[src/rtl/mpa_mips_regf.sv]
// Multi-port MIPS register file with two write ports, a pending-write scoreboard and a zero-write error pulse.
// Optional write-to-read forwarding is compiled in when MPA_REGF_BYPASS_EN is defined.
module mpa_mips_regf #(
    parameter int DATA_W = 32,
    parameter int ADDR_W = 5,
    parameter int NUM_RD = 2
) (
    input  logic                     CLK,
    input  logic                     HW_RSTn,
    input  logic [NUM_RD*ADDR_W-1:0] RA,
    output logic [NUM_RD*DATA_W-1:0] RD,
    output logic [NUM_RD-1:0]        RBUSY,
    input  logic                     WE0,
    input  logic [ADDR_W-1:0]        WA0,
    input  logic [DATA_W-1:0]        WD0,
    input  logic                     WE1,
    input  logic [ADDR_W-1:0]        WA1,
    input  logic [DATA_W-1:0]        WD1,
    input  logic                     RSV,
    input  logic [ADDR_W-1:0]        RSV_A,
    output logic                     ZERO_WR_ERR
);

    localparam int DEPTH = 2 ** ADDR_W;

    logic [DATA_W-1:0] regs_q [DEPTH];
    logic [DATA_W-1:0] regs_d [DEPTH];
    logic [DEPTH-1:0]  busy_q;
    logic [DEPTH-1:0]  busy_d;
    logic              zwe_q;
    logic              zwe_d;

    // Port 1 is applied after port 0 so it wins a collision; a reserve is applied last so it beats a clear.
    always_comb begin
        regs_d = regs_q;
        busy_d = busy_q;
        if (WE0 && (WA0 != '0)) begin
            regs_d[WA0] = WD0;
            busy_d[WA0] = 1'b0;
        end
        if (WE1 && (WA1 != '0)) begin
            regs_d[WA1] = WD1;
            busy_d[WA1] = 1'b0;
        end
        if (RSV && (RSV_A != '0)) begin
            busy_d[RSV_A] = 1'b1;
        end
        regs_d[0] = '0;
        busy_d[0] = 1'b0;
        zwe_d     = (WE0 && (WA0 == '0)) || (WE1 && (WA1 == '0));
    end

    always_ff @(posedge CLK or negedge HW_RSTn) begin
        if (!HW_RSTn) begin
            for (int i = 0; i < DEPTH; i++) begin
                regs_q[i] <= '0;
            end
            busy_q <= '0;
            zwe_q  <= 1'b0;
        end else begin
            regs_q <= regs_d;
            busy_q <= busy_d;
            zwe_q  <= zwe_d;
        end
    end

    assign ZERO_WR_ERR = zwe_q;

    for (genvar k = 0; k < NUM_RD; k++) begin : g_rd
        logic [ADDR_W-1:0] ra;
        logic [DATA_W-1:0] rd;
        logic              rb;
`ifdef MPA_REGF_BYPASS_EN
        logic              fwd;
`endif

        assign ra = RA[k*ADDR_W +: ADDR_W];

        always_comb begin
            rd = regs_q[ra];
            rb = busy_q[ra];
`ifdef MPA_REGF_BYPASS_EN
            fwd = 1'b0;
            if (ra != '0) begin
                if (WE0 && (WA0 == ra)) begin
                    rd  = WD0;
                    fwd = 1'b1;
                end
                if (WE1 && (WA1 == ra)) begin
                    rd  = WD1;
                    fwd = 1'b1;
                end
                // A same-cycle reserve keeps the stored busy bit visible to decode.
                if (fwd && !(RSV && (RSV_A == ra))) begin
                    rb = 1'b0;
                end
            end
`endif
            if (!HW_RSTn) begin
                rd = '0;
                rb = 1'b0;
            end
        end

        assign RD[k*DATA_W +: DATA_W] = rd;
        assign RBUSY[k]               = rb;
    end

endmodule

[config.mk]
export PLATFORM = sky130hd
export DESIGN_NAME = mpa_mips_regf
export DESIGN_NICKNAME = d
export VERILOG_FILES = /design/src/rtl/mpa_mips_regf.sv
export SDC_FILE = /design/constraint.sdc
export NUM_CORES = 2
export LEC_CHECK = 0
export BUFFER_PORTS_ARGS = -buffer_cell sky130_fd_sc_hd__buf_2
export CORE_ASPECT_RATIO = 0.8
export CORE_UTILIZATION = 26
export CTS_BUF_LIST = sky130_fd_sc_hd__clkbuf_4 sky130_fd_sc_hd__clkbuf_8
export DETAILED_ROUTE_END_ITERATION = 10
export GPL_TIMING_DRIVEN = 1
export PLACE_DENSITY = 0.41
export SLEW_MARGIN = 30
export SYNTH_ARGS = -nofsm -noshare
export SYNTH_HDL_FRONTEND = slang
export SYNTH_SLANG_ARGS = --single-unit
[constraint.sdc]
create_clock -name CLK -period 2.3 [get_ports CLK]
set_input_delay 0.345 -clock CLK [delete_from_list [all_inputs] [get_ports CLK]]
set_output_delay 0.345 -clock CLK [all_outputs]
set_load 0.01 [all_outputs]
# After elaboration in Yosys (flattened, before gate mapping)
# Cells that the tools add are included.
# classes
magnitude_cmp,14
n_mux,31
bitwise_logic,9
n_reduce_logical,16
# op_table
cell,n
$bwmux W1024,2
$mux W1024,1
$mux W992,1
$mux W32,11
$bmux W32 S5,2
$demux W32 S5,2
$and A32 B32 Y32,2
$not A32 Y32,2
$or A32 B32 Y32,1
$lt A5 B6 Y1 const B,5
$ge A6 B6 Y1 const B,4
$not A5 Y6,4
$demux W1 S5,3
$ge A5 B1 Y1 const B,3
$reduce_bool A5 Y1,3
$lt A6 B1 Y1 const B,2
$bmux W1 S5,2
$logic_and A1 B1 Y1,10
$logic_not A5 Y1,2
$mux W1,7
$logic_or A1 B1 Y1,1
# word_totals
reg_bits,1024
in_bits,94
output_inout_bits,67
elab_cells,103

# Logic depth before layout (Yosys ltp)
# logic_depth
depth_word,11
depth_mapped,9
mapped_depth_nobuf,4

# Worst setup path before layout
# Ideal clock, no wire load.
# synth_path
kind,in2out
start,in RA[1]
end,out RD[1]
arrival_time_ns,1.912
setup_slack_ns,0.043
cell_stages,6
path_buffers,3
path_cell_list,buf_6 -> buf_6 -> buf_2 -> mux4_2 -> mux4_2 -> o221a_1
# synth_via
elab_chain_cells,5
# synth_rtl
element,line_no,text
"start, declared",10,"input logic [NUM_RD*ADDR_W-1:0] RA,"
$not A5 Y6 (implied by the code),80,rd = regs_q[ra];
$bmux W32 S5,80,
$mux W32 (implied by the code) (2 in a row),80,
$mux W32,99,if (!HW_RSTn) begin
"end, declared",11,"output logic [NUM_RD*DATA_W-1:0] RD,"
# Every way passes these cells. The select of a mux whose other input is x is not followed.

# Final worst setup path
# layout_path
start,reg regs_q[305] (netlist name)
end,out RD[49]
# layout_via
elab_chain_cells,4
# layout_rtl
element,line_no,text
"start, declared",26,logic [DATA_W-1:0] regs_q [DEPTH];
"start signal, assigned",61,regs_q <= regs_d;
$bmux W32 S5,80,
$mux W32 (implied by the code) (2 in a row),80,
$mux W32,99,
# Every way passes these cells. The select of a mux whose other input is x is not followed.

==> out/metrics.csv <==
metric;value;unit
outcome;finished, violations left;
violations;negative setup slack;
insertion_delay;0.91;ns
syn_nets;6605;
antenna_found_initial;38;
synthCells;6511;
grt_pass1_wl;455;mm
powerDensity;811;nW/um^2
fin_crit;3.29;ns
cts_made_buffers;190;
synth_top_area_share;39.4;%
setup-violations-final;66;
crit_fanout;2;
grt_max_degree;75;
grt_usage;25.2;%
synth_area_leaders;dfrtp_1 39%, mux2i_1 16%, mux4_2 9.0%;
dieArea;252000;sq um
cp-end-kind;output port;
wl_per_cell;31.7;um
hp-class;input pin to flip-flop;
cp.required;1.96;ns
cap_viol_max_count;0;
port_buffers;160;
cellLeakagePower;34.5;nW
ys.flop_type;dfrtp_1;
layout_setup_ws;-0.991;ns
finClkSkew;0;ns
htreeDepth;4;
grt_pass1_vias;55400;
drive_gt1_share;27.8;%
crit_arrival;2.95;ns
slew_violations;0;
path_class;flip-flop to output port;
hold_violations;0;
nets;6930;
synth-seq-cells;1024;
fmax;304;MHz
num_rows;163;
dp.final_hpwl;218;mm
via_count;57600;
setup_tns;-51.06;ns
clk_pin_slew_worst_paths;0.06;ns
initial_utilization;26.3;%
clock-sinks;1024;
cts.path.max_buffers;4;
timing.final.crit_share;143;%
tightest_slew;0.938;ns
avgSynthCellArea;10.0;sq um
yosysWarnings;0;
viasPerCell;5.60;
area_delta_synth_final;25.0;%
maxSlewHeadroom;37.4;%
yosysUniqueCellTypes;66;
fin_util;32.8;%
rsz0062_at_grt;true;
dr.pass1.iters;6;
clockRootBuffer;clkbuf_8;
syn_area;65100;sq um
max-vdd-ir-drop;0.000452;V
grt.overflow.total;0;
io_pins;161;
postSynth.asyncResetShare;100;%
postRouteAntennaNets;0;
synth_edf_count;0;
worstSetupStartpointType;flip-flop;
yosys.area.top_type;dfrtp_1;
drt_iter0_drc;6480;
ys_top_cells_by_count;1,024 x dfrtp_1, 1,014 x mux2i_1, 728 x nor2_1;
cts_tree;done;
dieWidth;561;um
drc;0;
fp.coreArea;248000;sq um
gp_congestion;0.881;
yosysMostFrequentCell;dfrtp_1;
seq_area_frac_synth;39.4;%
wirelength;326;mm
die_h;450;um
[report_power, final]
part	internal (W)	total (W)	leakage, nW	switching, W
Sequential	0.0228	0.0269	12.4	0.00406
Clock	0.0110	0.0199	2.19	0.00896
Combinational	0.0100	0.0192	19.9	0.00915
[layer usage]
layer / up-vias / global-route usage [%] / wire (um)
met5: - / 0 / 146
met4: 22 / 8.55 / 12100
met3: 526 / 4.39 / 24400
met2: 2547 / 37.3 / 140000
met1: 29600 / 36.6 / 149000
li1: 24900 / - / -
[stage by stage]
step           hold slack (ns)  total power, W  cell area, sq um  setup WS [ns]  std cells
2_1_floorplan           0.0494          0.0373             65100         0.0430       6511
3_3_place_gp             0.498          0.0447             75400          -1.27       9870
4_1_cts               0.000555          0.0659             81200          -1.04      10300
6_report                0.0587          0.0660             81400         -0.991      10300
3_5_place_dp             0.499          0.0451             75400          -1.06       9870
5_1_grt                 0.0454          0.0690             81400          -1.00      10300
[state kept, by name (all words and copies together), names as in the netlist]
register     cells
regs_q         992
busy_q          31
ZERO_WR_ERR      1
[cell usage in the layout, fill, tap and decap left out, drive strengths merged, types with 12 or more instances in the layout]
cell type / count
a2111oi: 31
a211oi: 63
a21oi: 708
a221oi: 62
a32o: 19
a32oi: 218
and2: 14
buf: 893
clkbuf: 317
clkinv: 12
dfrtp: 1024
dlygate4sd3: 58
mux2: 221
mux2i: 1014
mux4: 269
nand2: 379
nand3: 50
nor2: 738
nor2b: 134
nor3: 95
o211ai: 61
o21ai: 331
o221a: 64
o22ai: 61
o311a: 61
[kinds of logic (layout without fill, tap and decap cells)]
kind of cell           Yosys count  in the layout  synth area share, %
other                            0             10                    0
muxes                         1504           1504                 28.8
DFF                           1024           1024                 39.4
buffers and inverters          822           1291                 5.42
AOI/OAI and AO/OA             1700           1700                 16.8
and+or+nand+nor               1461           1461                 9.66
[final timing paths]
| check | start | to | slack (ns) | cells past startpoint |
|---|---|---|---|---|
| worst max-delay path | regs_q[305] | RD[49] | -0.99 | 6 |
| worst min-delay path | RSV_A[2] | busy_q[31] | 0.06 | 4 |
| worst max register to register | regs_q[353] | regs_q[353] | 0.98 | 3 |
| worst min register to register | busy_q[28] | busy_q[28] | 0.54 | 1 |
| max in group asynchronous | HW_RSTn | regs_q[81] | 0.77 | 6 |
| min in group asynchronous | HW_RSTn | regs_q[940] | 0.36 | 4 |
[area by class of cell]
class	instances	area [sq um]
clock inverters	20	170
clock buffers	316	3940
repair buffers	952	10400
inverters	3	11.3
fillers	25200	166000
diodes	10	25.0
flip-flops and latches	1024	25600
well taps	3300	4130
multi-input cells	4665	37100
[worst max-delay path, stage by stage (launching register included)]
cell	delay [ns]
dfrtp_1	0.41
mux4_2	0.50
mux2i_2	0.23
o211ai_1	0.28
o311a_1	0.29
buf_12	0.18
buf_6	0.12
[timing repair]
action / CTS / global route
buffers inserted: 20 / 9
pin swaps: 81 / 41
gates resized for setup: 171 / 25
hold endpoints to repair: 986 / 0
hold buffers: 60 / 0
endpoints found under the setup margin: 66 / 66
(Power assumes the default switching activity.)
